`src/rtl/tt_openframe_mux.sv`:
```
// tt_openframe_mux: chip wrapper that maps the 44-pin GPIO frame onto a
// TinyTapeout-style user interface and selects one of four built-in projects.
// Pin map: 6 clk, 7 reset_n, 15:8 ui_in, 23:16 uo_out, 31:24 uio,
// 32 ctrl_ena, 34 ctrl_sel_inc, 36 ctrl_sel_rst_n. All other pins are unused.
module tt_openframe_mux (
  input  logic        clk,
  input  logic        rst,
  input  logic [43:0] gpio_loopback_zero,
  input  logic [43:0] gpio_loopback_one,
  input  logic [43:0] gpio_in,
  output logic [43:0] gpio_out,
  output logic [43:0] gpio_oeb,
  output logic [43:0] gpio_inp_dis,
  output logic [43:0] gpio_dm2,
  output logic [43:0] gpio_dm1,
  output logic [43:0] gpio_dm0
);

  // Static pad classes: control/user inputs, dedicated outputs, bidir uio.
  localparam logic [43:0] in_mask  = 44'h015_0000_FFC0;
  localparam logic [43:0] out_mask = 44'h000_00FF_0000;
  localparam logic [43:0] uio_mask = 44'h000_FF00_0000;

  // User-side view of the frame.
  logic       reset_n;
  logic [7:0] ui_in;
  logic [7:0] uio_in;
  logic [7:0] uo_out;
  logic [7:0] uio_out;
  logic [7:0] uio_oe;

  assign reset_n = gpio_in[7];
  assign ui_in   = gpio_in[15:8];
  assign uio_in  = gpio_in[31:24];

  // Pins the wrapper never reads (clk arrives on its own port; loopbacks are
  // tie-off sources only) are gathered here so their non-use is explicit.
  logic unused_pins;
  assign unused_pins = ^{gpio_loopback_zero, gpio_loopback_one,
                         gpio_in[43:37], gpio_in[35], gpio_in[33], gpio_in[6:0]};

  // Control synchronizers, inc edge detector and project address counter.
  logic [1:0] ena_sync;
  logic [1:0] inc_sync;
  logic [1:0] srn_sync;
  logic       inc_prev;
  logic [7:0] sel_addr;
  logic       inc_rise;

  assign inc_rise = inc_sync[1] & ~inc_prev;

  // Two-flop synchronizers feed the counter; a synced sel_rst_n low wins over an inc edge.
  always_ff @(posedge clk or posedge rst) begin
    if (rst) begin
      ena_sync <= 2'b00;
      inc_sync <= 2'b00;
      srn_sync <= 2'b00;
      inc_prev <= 1'b0;
      sel_addr <= 8'd0;
    end else begin
      ena_sync <= {ena_sync[0], gpio_in[32]};
      inc_sync <= {inc_sync[0], gpio_in[34]};
      srn_sync <= {srn_sync[0], gpio_in[36]};
      inc_prev <= inc_sync[1];
      if (!srn_sync[1]) begin
        sel_addr <= 8'd0;
      end else if (inc_rise) begin
        sel_addr <= sel_addr + 8'd1;
      end
    end
  end

  logic       ena;
  logic [3:0] proj_active;

  assign ena = ena_sync[1];
  assign proj_active[0] = ena & (sel_addr == 8'd0);
  assign proj_active[1] = ena & (sel_addr == 8'd1);
  assign proj_active[2] = ena & (sel_addr == 8'd2);
  assign proj_active[3] = ena & (sel_addr == 8'd3);

  // Project 1 is the only stateful project. Its reset asserts asynchronously
  // (global reset, user reset_n, or deselection) and releases after two clocks.
  logic       proj1_rst_a;
  logic [1:0] proj1_rst_sync;
  logic [7:0] cnt;

  assign proj1_rst_a = rst | ~reset_n | ~proj_active[1];

  // Reset release synchronizer for project 1.
  always_ff @(posedge clk or posedge proj1_rst_a) begin
    if (proj1_rst_a) begin
      proj1_rst_sync <= 2'b00;
    end else begin
      proj1_rst_sync <= {proj1_rst_sync[0], 1'b1};
    end
  end

  // Free-running 8-bit counter once the release has propagated.
  always_ff @(posedge clk or posedge proj1_rst_a) begin
    if (proj1_rst_a) begin
      cnt <= 8'd0;
    end else if (proj1_rst_sync[1]) begin
      cnt <= cnt + 8'd1;
    end
  end

  // Project output mux; nothing selected leaves uo_out low and uio as inputs.
  always_comb begin
    uo_out  = 8'h00;
    uio_out = 8'h00;
    uio_oe  = 8'h00;
    if (proj_active[0]) begin
      uo_out = ui_in;
    end else if (proj_active[1]) begin
      uo_out  = cnt;
      uio_out = cnt;
      uio_oe  = 8'hFF;
    end else if (proj_active[2]) begin
      uo_out = ui_in + uio_in;
    end else if (proj_active[3]) begin
      uo_out  = 8'hA5;
      uio_out = ~ui_in;
      uio_oe  = 8'hFF;
    end
  end

  // Pad configuration: outputs dm=110, inputs dm=001, unused dm=000 and
  // input buffer disabled. uio pins follow the selected project's uio_oe.
  logic [43:0] uio_oe_pins;
  assign uio_oe_pins = {12'h000, uio_oe, 24'h000000};

  assign gpio_out     = {12'h000, uio_out & uio_oe, uo_out, 16'h0000};
  assign gpio_oeb     = ~(out_mask | uio_oe_pins);
  assign gpio_inp_dis = ~(in_mask | out_mask | uio_mask);
  assign gpio_dm2     = out_mask | uio_oe_pins;
  assign gpio_dm1     = out_mask | uio_oe_pins;
  assign gpio_dm0     = in_mask | (uio_mask & ~uio_oe_pins);

endmodule

```
`config.mk`:
```
export PLATFORM = sky130hd
export DESIGN_NAME = tt_openframe_mux
export DESIGN_NICKNAME = d
export VERILOG_FILES = /design/src/rtl/tt_openframe_mux.sv
export SDC_FILE = /design/constraint.sdc
export NUM_CORES = 1
export LEC_CHECK = 0
export BUFFER_PORTS_ARGS = -buffer_cell sky130_fd_sc_hd__buf_4
export CAP_MARGIN = 40
export CORE_AREA = 2 2 154 156
export DETAILED_ROUTE_END_ITERATION = 10
export DIE_AREA = 0 0 156 158
export SETUP_SLACK_MARGIN = 0.1
export SLEW_MARGIN = 30
export SYNTH_ARGS = -nofsm -noshare
export SYNTH_HDL_FRONTEND = slang
export SYNTH_SLANG_ARGS = --single-unit
```
`constraint.sdc`:
```
create_clock -name clk -period 5.5 [get_ports clk]
set_input_delay 1.1 -clock clk [delete_from_list [all_inputs] [get_ports clk]]
set_output_delay 1.1 -clock clk [all_outputs]
set_load 0.02 [all_outputs]
```
Word level (Yosys, flattened, before mapping). Index checks and enable logic that the tools add are counted.

Mux-type cells: 14. $add $sub $neg: 3. Reduce and logical (&&, ||, !) cells: 1. Eq/ne operators: 4. Bitwise operators: 14.

Operator list (count): $mux 8 (14); $not 32->44 (1); $not 32->32 (1); $add 8x1->8 const B (2); $eq 8x2->1 const B (2); $add 8x8->8 (1); $and 8x8->8 (1); $eq 8x1->1 const B (1); $logic_not 8->1 (1); $not 8->8 (1); $and 1x1->1 (5); $not 1->1 (3); $ne 2x1->1 const B (1); $or 1x1->1 (2).

Output and inout port bits: 264. Bits in registers: 25.

Longest topological paths before layout. Gate-level depths: netlist of the first run.

Depth after elaboration: 7. Depth in mapped cells: 10. Depth with buffers taken out: 8.

Worst setup path before layout of the first run. Ideal clock, no wire load.

Path kind: input -> output. Start point: input gpio_in[8]. End point: output gpio_out[22]. Cell stages on the path: 8. Required time: 4.400 ns. Slack: 1.360 ns. Arrival: 3.040 ns. Path through: ha_1 > fa_1 > a21o_1 > a21oi_1 > nand2b_1 > mux2i_1 > o21ai_1 > a221oi_1.

Longest elaborated chain between the ends: 4.

RTL lines: start: declaration (RTL line 10) `input logic [43:0] gpio_in,`; $add 8x8->8 (RTL line 120) `uo_out = ui_in + uio_in;`; $mux 8 (RTL line 119) `end else if (proj_active[2]) begin`; $mux 8 (RTL line 115) `end else if (proj_active[1]) begin`; $mux 8 (RTL line 113) `if (proj_active[0]) begin`; end: declaration (RTL line 11) `output logic [43:0] gpio_out,`.

No other way between the ends.

Worst setup path after layout of the first run. Ends and elaborated chain as after synthesis.

==> results of run 1 <==
==> metal layers <==
| layer | wire, um | vias to the layer above |
|---|---|---|
| met2 | 3110 | 165 |
| met1 | 2686 | 973 |
| met3 | 671 | 2 |
| li1 | - | 1008 |
| met4 | 21 | 0 |
| met5 | 0 | - |
==> power breakdown <==
| group | leakage [nW] | internal [mW] | switching [mW] |
|---|---|---|---|
| registers | 0.323 | 0.213 | 0.0353 |
| clock network | 0.0382 | 0.0990 | 0.0599 |
| logic | 1.46 | 0.0756 | 0.215 |
| total | 1.82 | 0.388 | 0.310 |
==> synth_stat cells, types with 2 or more instances <==
master	count
sky130_fd_sc_hd__a21oi_1	20
sky130_fd_sc_hd__inv_1	10
sky130_fd_sc_hd__nand2_1	16
sky130_fd_sc_hd__dfrtp_1	25
sky130_fd_sc_hd__buf_2	2
sky130_fd_sc_hd__and3_1	3
sky130_fd_sc_hd__clkbuf_1	5
sky130_fd_sc_hd__nand2b_1	7
sky130_fd_sc_hd__and2_1	3
sky130_fd_sc_hd__nand3_1	5
sky130_fd_sc_hd__a2111oi_0	2
sky130_fd_sc_hd__xor2_1	8
sky130_fd_sc_hd__xnor2_1	10
sky130_fd_sc_hd__nor2_1	17
sky130_fd_sc_hd__o21ai_0	4
sky130_fd_sc_hd__nand4_1	4
sky130_fd_sc_hd__a21o_1	3
sky130_fd_sc_hd__ha_1	12
sky130_fd_sc_hd__a22oi_1	2
sky130_fd_sc_hd__o21ai_1	3
sky130_fd_sc_hd__buf_4	246
sky130_fd_sc_hd__nor3_1	2
sky130_fd_sc_hd__conb_1	2
sky130_fd_sc_hd__mux2i_1	3
sky130_fd_sc_hd__nor2b_1	4
sky130_fd_sc_hd__a221oi_1	3
==> critical path: stages <==
cell and delay [ps]:
sky130_fd_sc_hd__buf_4 120, sky130_fd_sc_hd__ha_1 240, sky130_fd_sc_hd__fa_1 410, sky130_fd_sc_hd__a21o_1 180
sky130_fd_sc_hd__a21oi_1 240, sky130_fd_sc_hd__nand2b_1 180, sky130_fd_sc_hd__mux2i_1 190, sky130_fd_sc_hd__o21ai_1 80
sky130_fd_sc_hd__a221oi_1 310, sky130_fd_sc_hd__buf_4 220
==> area by class of cell <==
type,count,area share [%]
Clock buffer,4,2.303
Inverter,10,1.096
Multi-Input combinational cell,364,52.38
Sequential cell,25,18.27
Tap cell,290,10.60
Timing Repair Buffer,70,15.35
==> final timing paths <==
kind / endpoint / start / depth (start not counted)
worst max-delay path: gpio_out[22] / gpio_in[8] / 10
worst min-delay path: ena_sync[1] / ena_sync[0] / 0
worst max register to register: sel_addr[6] / inc_sync[1] / 5
worst min register to register: ena_sync[1] / ena_sync[0] / 0
max in group asynchronous: proj1_rst_sync[0] / sel_addr[4] / 4
min in group asynchronous: cnt[3] / ena_sync[1] / 3
==> registers in the layout, summed over array words and instances (netlist names) <==
register / cells
proj1_rst_sync: 2
cnt: 8
ena_sync: 2
inc_prev: 1
inc_sync: 2
srn_sync: 2
sel_addr: 8
==> stage by stage <==
| stage | setup WS [ps] | area (um^2) | cells | hold slack, ps |
|---|---|---|---|---|
| 6_report | 1127 | 3423 | 763 | 346.9 |
| 3_3_place_gp | 1141 | 3344 | 759 | 332.4 |
| 5_1_grt | 953.7 | 3423 | 763 | 355.8 |
| 4_1_cts | 1130 | 3423 | 763 | 349.9 |
| 2_1_floorplan | 1360 | 4332 | 652 | 331.2 |
| 3_5_place_dp | 1138 | 3344 | 759 | 336.2 |
==> cell families (layout without fill, tap and decap cells) <==
kind of cell,after synthesis,after routing
AO/OA/AOI/OAI,43,43
XOR/XNOR,18,18
buffers and inverters,263,84
adder cells (fa/ha/maj),13,13
other,2,217
multiplexers,4,4
AND/OR/NAND/NOR,69,69
flip-flops,25,25
==> cells in the final DEF, fill, tap and decap left out, drive strengths merged, types with 4 or more instances in the layout <==
master / Yosys / layout
nor2: 17 / 17
xnor2: 10 / 10
nand3: 5 / 5
nand2: 16 / 16
nand2b: 7 / 7
xor2: 8 / 8
buf: 248 / 70
inv: 10 / 10
dfrtp: 25 / 25
o21ai: 7 / 7
a21oi: 20 / 20
nor2b: 4 / 4
ha: 12 / 12
conb: 2 / 217
clkbuf: 5 / 4
nand4: 4 / 4
==> out/summary.log, run 1 <==
INFO  clock_network  cts-htree-levels=1
INFO  synth          synth.largest_area_cell=sky130_fd_sc_hd__buf_4
INFO  synth          synthSimpleGateAreaFrac=9.833%
INFO  drt            drc=0
INFO  global_routing met3_routing_resource_usage_after_global_routing=0.8486%
INFO  synth          number_of_enable_type_register_cells_in_the_synthesized_netlist=0
INFO  clock_network  clkSinkCount=25
INFO  run_status     status=finished, final reports clean
INFO  global_routing global_route.overflow_total=0
INFO  placed_design  hpwlAfterDp=5.493mm
INFO  drt            wl_per_cell=8.505um
INFO  clock_network  post_cts_resized=0
INFO  synth          syn_area=3525um^2
INFO  drt            vias=2148
INFO  floorplanning  start_util=15.29%
INFO  power_and_ir_drop pwr_density_cell=203.9nW/um^2
INFO  cells_and_area diodes=0
INFO  synth          synth.ff_latch_count=25
INFO  worst_hold_path hp-class=reg2reg
INFO  floorplanning  dieWidth=156um
INFO  global_routing gr-usage-met1=5.849%
INFO  synth          synth-warning-count=0
INFO  synth          synth.area.mux_share=1.171%
INFO  global_routing grt_pass1_wl=8.404mm
INFO  clock_network  post-cts-setup-buffer-count=0
INFO  floorplanning  die_area=24650um^2
INFO  synth          synth.distinct_cells=42
INFO  global_routing grtUsageTotal=4.417%
INFO  sta            tightestPinTransition=655.4ps
INFO  placed_design  portBuffers=69
INFO  drt            postRouteWirelength=6.489mm
INFO  power_and_ir_drop max-vdd-ir-drop=0.1594mV
INFO  setup_path     setup.worst_path.end_class=primary output
INFO  floorplanning  boundaryPins=398
INFO  clock_network  cts_hold_repair.buffers=0
INFO  global_routing vias_in_the_first_global_route=1528
INFO  sta            final.setup_skew=3.435ps
INFO  drt            detailed_routing_iterations_pass_1=4
INFO  floorplanning  design.core.area=23050um^2
INFO  power_and_ir_drop cellLeakagePower=1.817nW
INFO  sta            final.min_clock_period=4373ps
INFO  power_and_ir_drop report.power.total=697.9uW
INFO  synth          dominant_combinational_cell_family_by_area_after_synthesis=buffers and inverters
INFO  clock_network  clk-insertion-delay-late=260ps
INFO  global_routing grt_antenna_before_repair=0
INFO  sta            fmax=228.7MHz
INFO  setup_path     start_kind=input port
INFO  job            drv_cap=0
INFO  sta            totalNegativeSetupSlack=0ps
INFO  cells_and_area multi_input_area=1793um^2
INFO  drt            routed_vias_inst=2.815
INFO  clock_network  clockBufferDepth=2
INFO  synth          synth_fa_ha_area_share=4.828%
INFO  cells_and_area number_of_filler_instances_in_the_final_layout=2629
INFO  setup_path     data_required_time_of_the_worst_path=4400ps
INFO  synth          synth_compound_area_share=7.455%
INFO  cells_and_area area.sequential=625.6um^2
INFO  sta            count_of_final_max_slew_check_failures=0
INFO  global_routing grt_start_max_net_pins=18
INFO  synth          yosys.area.top_type_share=52.40%
INFO  sta            final-setup-viol-count=0
INFO  global_routing global_route.peak_usage_layer=met2
INFO  synth          synth_top_flop_cell=sky130_fd_sc_hd__dfrtp_1
INFO  global_routing met2_grt_util=7.606%
INFO  synth          post_synth_inst_count=437
INFO  drt            final_antenna_net_count=0
INFO  sta            rsz_0062_raised_after_global_routing=no
INFO  clock_network  cts_root_buffer=sky130_fd_sc_hd__clkbuf_16
INFO  synth          post_synth.cell_area_avg=8.066um^2
INFO  synth          synth.top_cells.by_area=sky130_fd_sc_hd__buf_4 (52%), sky130_fd_sc_hd__dfrtp_1 (18%), sky130_fd_sc_hd__ha_1 (4.3%)
INFO  clock_network  tritoncts=yes
INFO  floorplanning  die_h=158um
INFO  synth          synth_xor_area_share=4.473%
INFO  floorplanning  fp-row-count=56
INFO  drt            first_iter_violations=53
INFO  setup_path     setup_slack_of_the_worst_register_to_register_path=4020ps
INFO  cells_and_area num-nets-final=621
INFO  placed_design  gp_routability_congestion=0.7822
INFO  setup_path     path_class=in2out
INFO  setup_path     arrival_worst_endpoint=3270ps
INFO  synth          seq_total_area_yosys=17.75%
INFO  sta            tcrit_tclk_final=79.51%
INFO  clock_network  worst_setup_hold_path_clk_slew=60ps
INFO  cells_and_area final_core_util=14.85%
INFO  sta            final-hold-violation-count=0
INFO  cells_and_area drive_gt1_share=16.07%
INFO  sta            slew_headroom=56.31%
INFO  clock_network  cts_made_buffers=3
INFO  setup_path     path_max_fanout=3
INFO  synth          async_flop_share=100.0%
INFO  cells_and_area area_growth=-2.875%
No activity file was read; power rests on OpenSTA's default activity.
==> run 2, diff against run 1 <==
Settings changed: CORE_AREA 2 2 154 156 to 2 2 153 155, DIE_AREA 0 0 156 158 to 0 0 155 157.
Clock period 5.5 ns to 4 ns, I/O delays scaled along.
==> out/summary.log, run 2 (synthesis gave the netlist of run 1 again) <==
INFO  setup_path     setup.worst_path.end_class=primary output [unchanged]
INFO  sta            count_of_final_max_slew_check_failures=0 [unchanged]
INFO  sta            final-hold-violation-count=0 [unchanged]
INFO  setup_path     reg2reg_start=inc_sync[1] [unchanged]
INFO  drt            postRouteWirelength=6.798mm [was 6.489 mm]
INFO  cells_and_area final_cell_mix=sky130_fd_sc_hd__conb_1 (217), sky130_fd_sc_hd__buf_4 (72), sky130_fd_sc_hd__dfrtp_1 (25) [was sky130_fd_sc_hd__conb_1 (217), sky130_fd_sc_hd__buf_4 (70), sky130_fd_sc_hd__dfrtp_1 (25)]
INFO  worst_hold_path worst_hold_startpoint=inc_sync[0] [was ena_sync[0]]
INFO  drt            final_antenna_net_count=0 [unchanged]
INFO  sta            tcrit_tclk_final=93.68%
INFO  floorplanning  dieWidth=155um [was 156 um]
INFO  clock_network  clkSinkCount=25 [unchanged]
INFO  floorplanning  fp-row-count=55 [was 56]
INFO  cells_and_area num-nets-final=623 [was 621]
INFO  cells_and_area diodes=0 [unchanged]
INFO  clock_network  cts-htree-levels=1 [unchanged]
INFO  floorplanning  die_area=24340um^2 [was 24650 um^2]
INFO  sta            fmax=266.9MHz
INFO  setup_path     start_kind=input port [unchanged]
INFO  global_routing grt_start_max_net_pins=18 [unchanged]
INFO  setup_path     critPathMostFrequentCell=sky130_fd_sc_hd__buf_4 [unchanged]
INFO  floorplanning  design.core.area=22500um^2 [was 23050 um^2]
INFO  clock_network  cts_hold_repair.buffers=0 [unchanged]
INFO  global_routing grt_antenna_before_repair=0 [unchanged]
INFO  placed_design  gp_routability_congestion=0.7819 [was 0.7822]
INFO  setup_path     arrival_worst_endpoint=2950ps [was 3270 ps]
INFO  setup_path     path_class=in2out [unchanged]
INFO  placed_design  hpwlAfterDp=5.867mm [was 5.493 mm]
INFO  clock_network  post-cts-setup-buffer-count=0 [unchanged]
INFO  sta            totalNegativeSetupSlack=0ps [unchanged]
INFO  setup_path     critical_path.cell_chain=buf_4 > ha_1 > fa_1 > a21o_1 > a21oi_2 > nand2b_1 > mux2i_1 > o21ai_1 > a221oi_1 > buf_4 [was buf_4 > ha_1 > fa_1 > a21o_1 > a21oi_1 > nand2b_1 > mux2i_1 > o21ai_1 > a221oi_1 > buf_4]
INFO  global_routing grtUsageTotal=4.680% [was 4.417%]
INFO  global_routing global_route.overflow_total=0 [unchanged]
INFO  placed_design  portBuffers=69 [unchanged]
INFO  cells_and_area largest_registers_ranked_by_flip_flop_count=cnt: 8 flops, sel_addr: 8 flops [unchanged]
INFO  global_routing vias_in_the_first_global_route=1543 [was 1528]
INFO  worst_hold_path hp-class=reg2reg [unchanged]
INFO  placed_design  preCtsSetupSlack=190.9ps [was 1138 ps]
INFO  drt            routed_vias_inst=2.811 [was 2.815]
INFO  drt            wl_per_cell=8.945um [was 8.505 um]
INFO  sta            final-setup-viol-count=0 [unchanged]
INFO  drt            first_iter_violations=61 [was 53]
INFO  power_and_ir_drop report.power.total=964.8uW [was 697.9 uW]
INFO  run_status     status=finished, final reports clean [unchanged]
INFO  drt            drc=0 [unchanged]
INFO  drt            vias=2136 [was 2148]
INFO  setup_path     path_max_fanout=3 [unchanged]
INFO  sta            tightestPinTransition=634.8ps [was 655.4 ps]
INFO  setup_path     setup_slack_of_the_worst_register_to_register_path=2560ps [was 4020 ps]
INFO  drt            detailed_routing_iterations_pass_1=4 [unchanged]
INFO  cells_and_area drive_gt1_share=17.05% [was 16.07%]
INFO  clock_network  tritoncts=yes [unchanged]
INFO  cells_and_area area_growth=-2.307% [was -2.875%]
INFO  setup_path     critPathSlowestCell=sky130_fd_sc_hd__fa_1 [unchanged]
INFO  floorplanning  start_util=15.66% [was 15.29%]
INFO  cells_and_area final_core_util=15.30% [was 14.85%]
INFO  clock_network  clk-insertion-delay-late=260ps [about the same]
INFO  worst_hold_path min_path_cells=0 [unchanged]
INFO  setup_path     r2r_end=sel_addr[7] [was sel_addr[6]]
INFO  clock_network  clockBufferDepth=2 [unchanged]
INFO  sta            final.setup_skew=1.831ps [was 3.435 ps]
INFO  global_routing grt_pass1_wl=8.776mm [was 8.404 mm]
INFO  worst_hold_path worstHoldEndpoint=inc_sync[1] [was ena_sync[1]]
INFO  floorplanning  die_h=157um [was 158 um]
INFO  sta            setup_slack=252.6ps [was 1127 ps]
INFO  sta            final.min_clock_period=3747ps
INFO  clock_network  cts_made_buffers=3 [unchanged]
INFO  setup_path     reg2regPathDepth=5 [unchanged]
INFO  clock_network  worst_setup_hold_path_clk_slew=60ps [about the same]
INFO  setup_path     data_required_time_of_the_worst_path=3200ps [was 4400 ps]
INFO  sta            slew_headroom=57.68% [was 56.31%]
INFO  power_and_ir_drop max-vdd-ir-drop=0.1524mV [was 0.1594 mV]
INFO  cells_and_area most_common_cell_after_layout_fill_and_taps_aside=sky130_fd_sc_hd__conb_1 [unchanged]
INFO  clock_network  cts_root_buffer=sky130_fd_sc_hd__clkbuf_16 [unchanged]
INFO  setup_path     worstSetupStartpoint=gpio_in[8] [unchanged]
INFO  floorplanning  boundaryPins=398 [unchanged]
INFO  power_and_ir_drop cellLeakagePower=1.829nW [was 1.817 nW]
INFO  job            drv_cap=0 [unchanged]
INFO  setup_path     slowest_stage_delay_cp=410ps [about the same]
INFO  sta            rsz_0062_raised_after_global_routing=no [unchanged]
INFO  power_and_ir_drop pwr_density_cell=280.2nW/um^2 [was 203.9 nW/um^2]
-- run 2: cell types whose count changed in the layout (fill, tap and decap cells not counted), sizes merged --
cell and delta:
buf +2, clkinv +1, clkbuf -1
-- run 2: layout make-up --
type                            instances  area [um^2]
Clock buffer                            3        75.07
Sequential cell                        25        625.6
Timing Repair Buffer                   72        540.5
Multi-Input combinational cell        364         1803
Tap cell                              285        356.6
Clock inverter                          1        5.005
Fill cell                            2583        19060
Inverter                               10        37.54
-- run 2: critical path, delay by kind of cell --
kind / cells / cell delay, ps
buffers and inverters: 2 / 330
muxes: 1 / 220
AOI/OAI and AO/OA: 4 / 760
and+or+nand+nor: 1 / 180
adders and majority gates: 2 / 650
-- run 2: what timing repair did --
item,in CTS,in global routing
resized for setup,0,2
setup endpoints to repair,0,2
hold endpoints to repair,0,0
-- run 2: how the worst max path moves through the flow --
stage	slack, ps	end	depth (start not counted)
finish	250	gpio_out[22]	10
global route	140	gpio_out[22]	10
global placement	260	gpio_out[22]	10
detailed placement	190	gpio_out[22]	10
CTS	180	gpio_out[22]	10
floorplan	460	gpio_out[22]	8
-- run 2: where the power goes --
group | switching, mW | leakage (nW) | internal, mW
sequential | 0.0496 | 0.323 | 0.293
clock | 0.0853 | 0.0409 | 0.135
combinational | 0.296 | 1.47 | 0.105
-- run 2: layer usage --
layer / vias to the layer above / GRT usage, % / part of all wire, %
met3: 3 / 1.019 / 11
met4: 0 / 0.9700 / 0.60
li1: 1009 / - / -
met2: 165 / 7.979 / 49
met5: - / 0 / 0
met1: 959 / 6.081 / 40
-- run 2: stage by stage --
stage,instance area (um^2),std cells,hold slack [ps]
global placement,3353,756,331.7
detailed placement,3353,756,335.6
floorplan,4332,652,331.2
finish,3443,760,346.7
CTS,3433,760,350.3
global route,3443,760,363.5
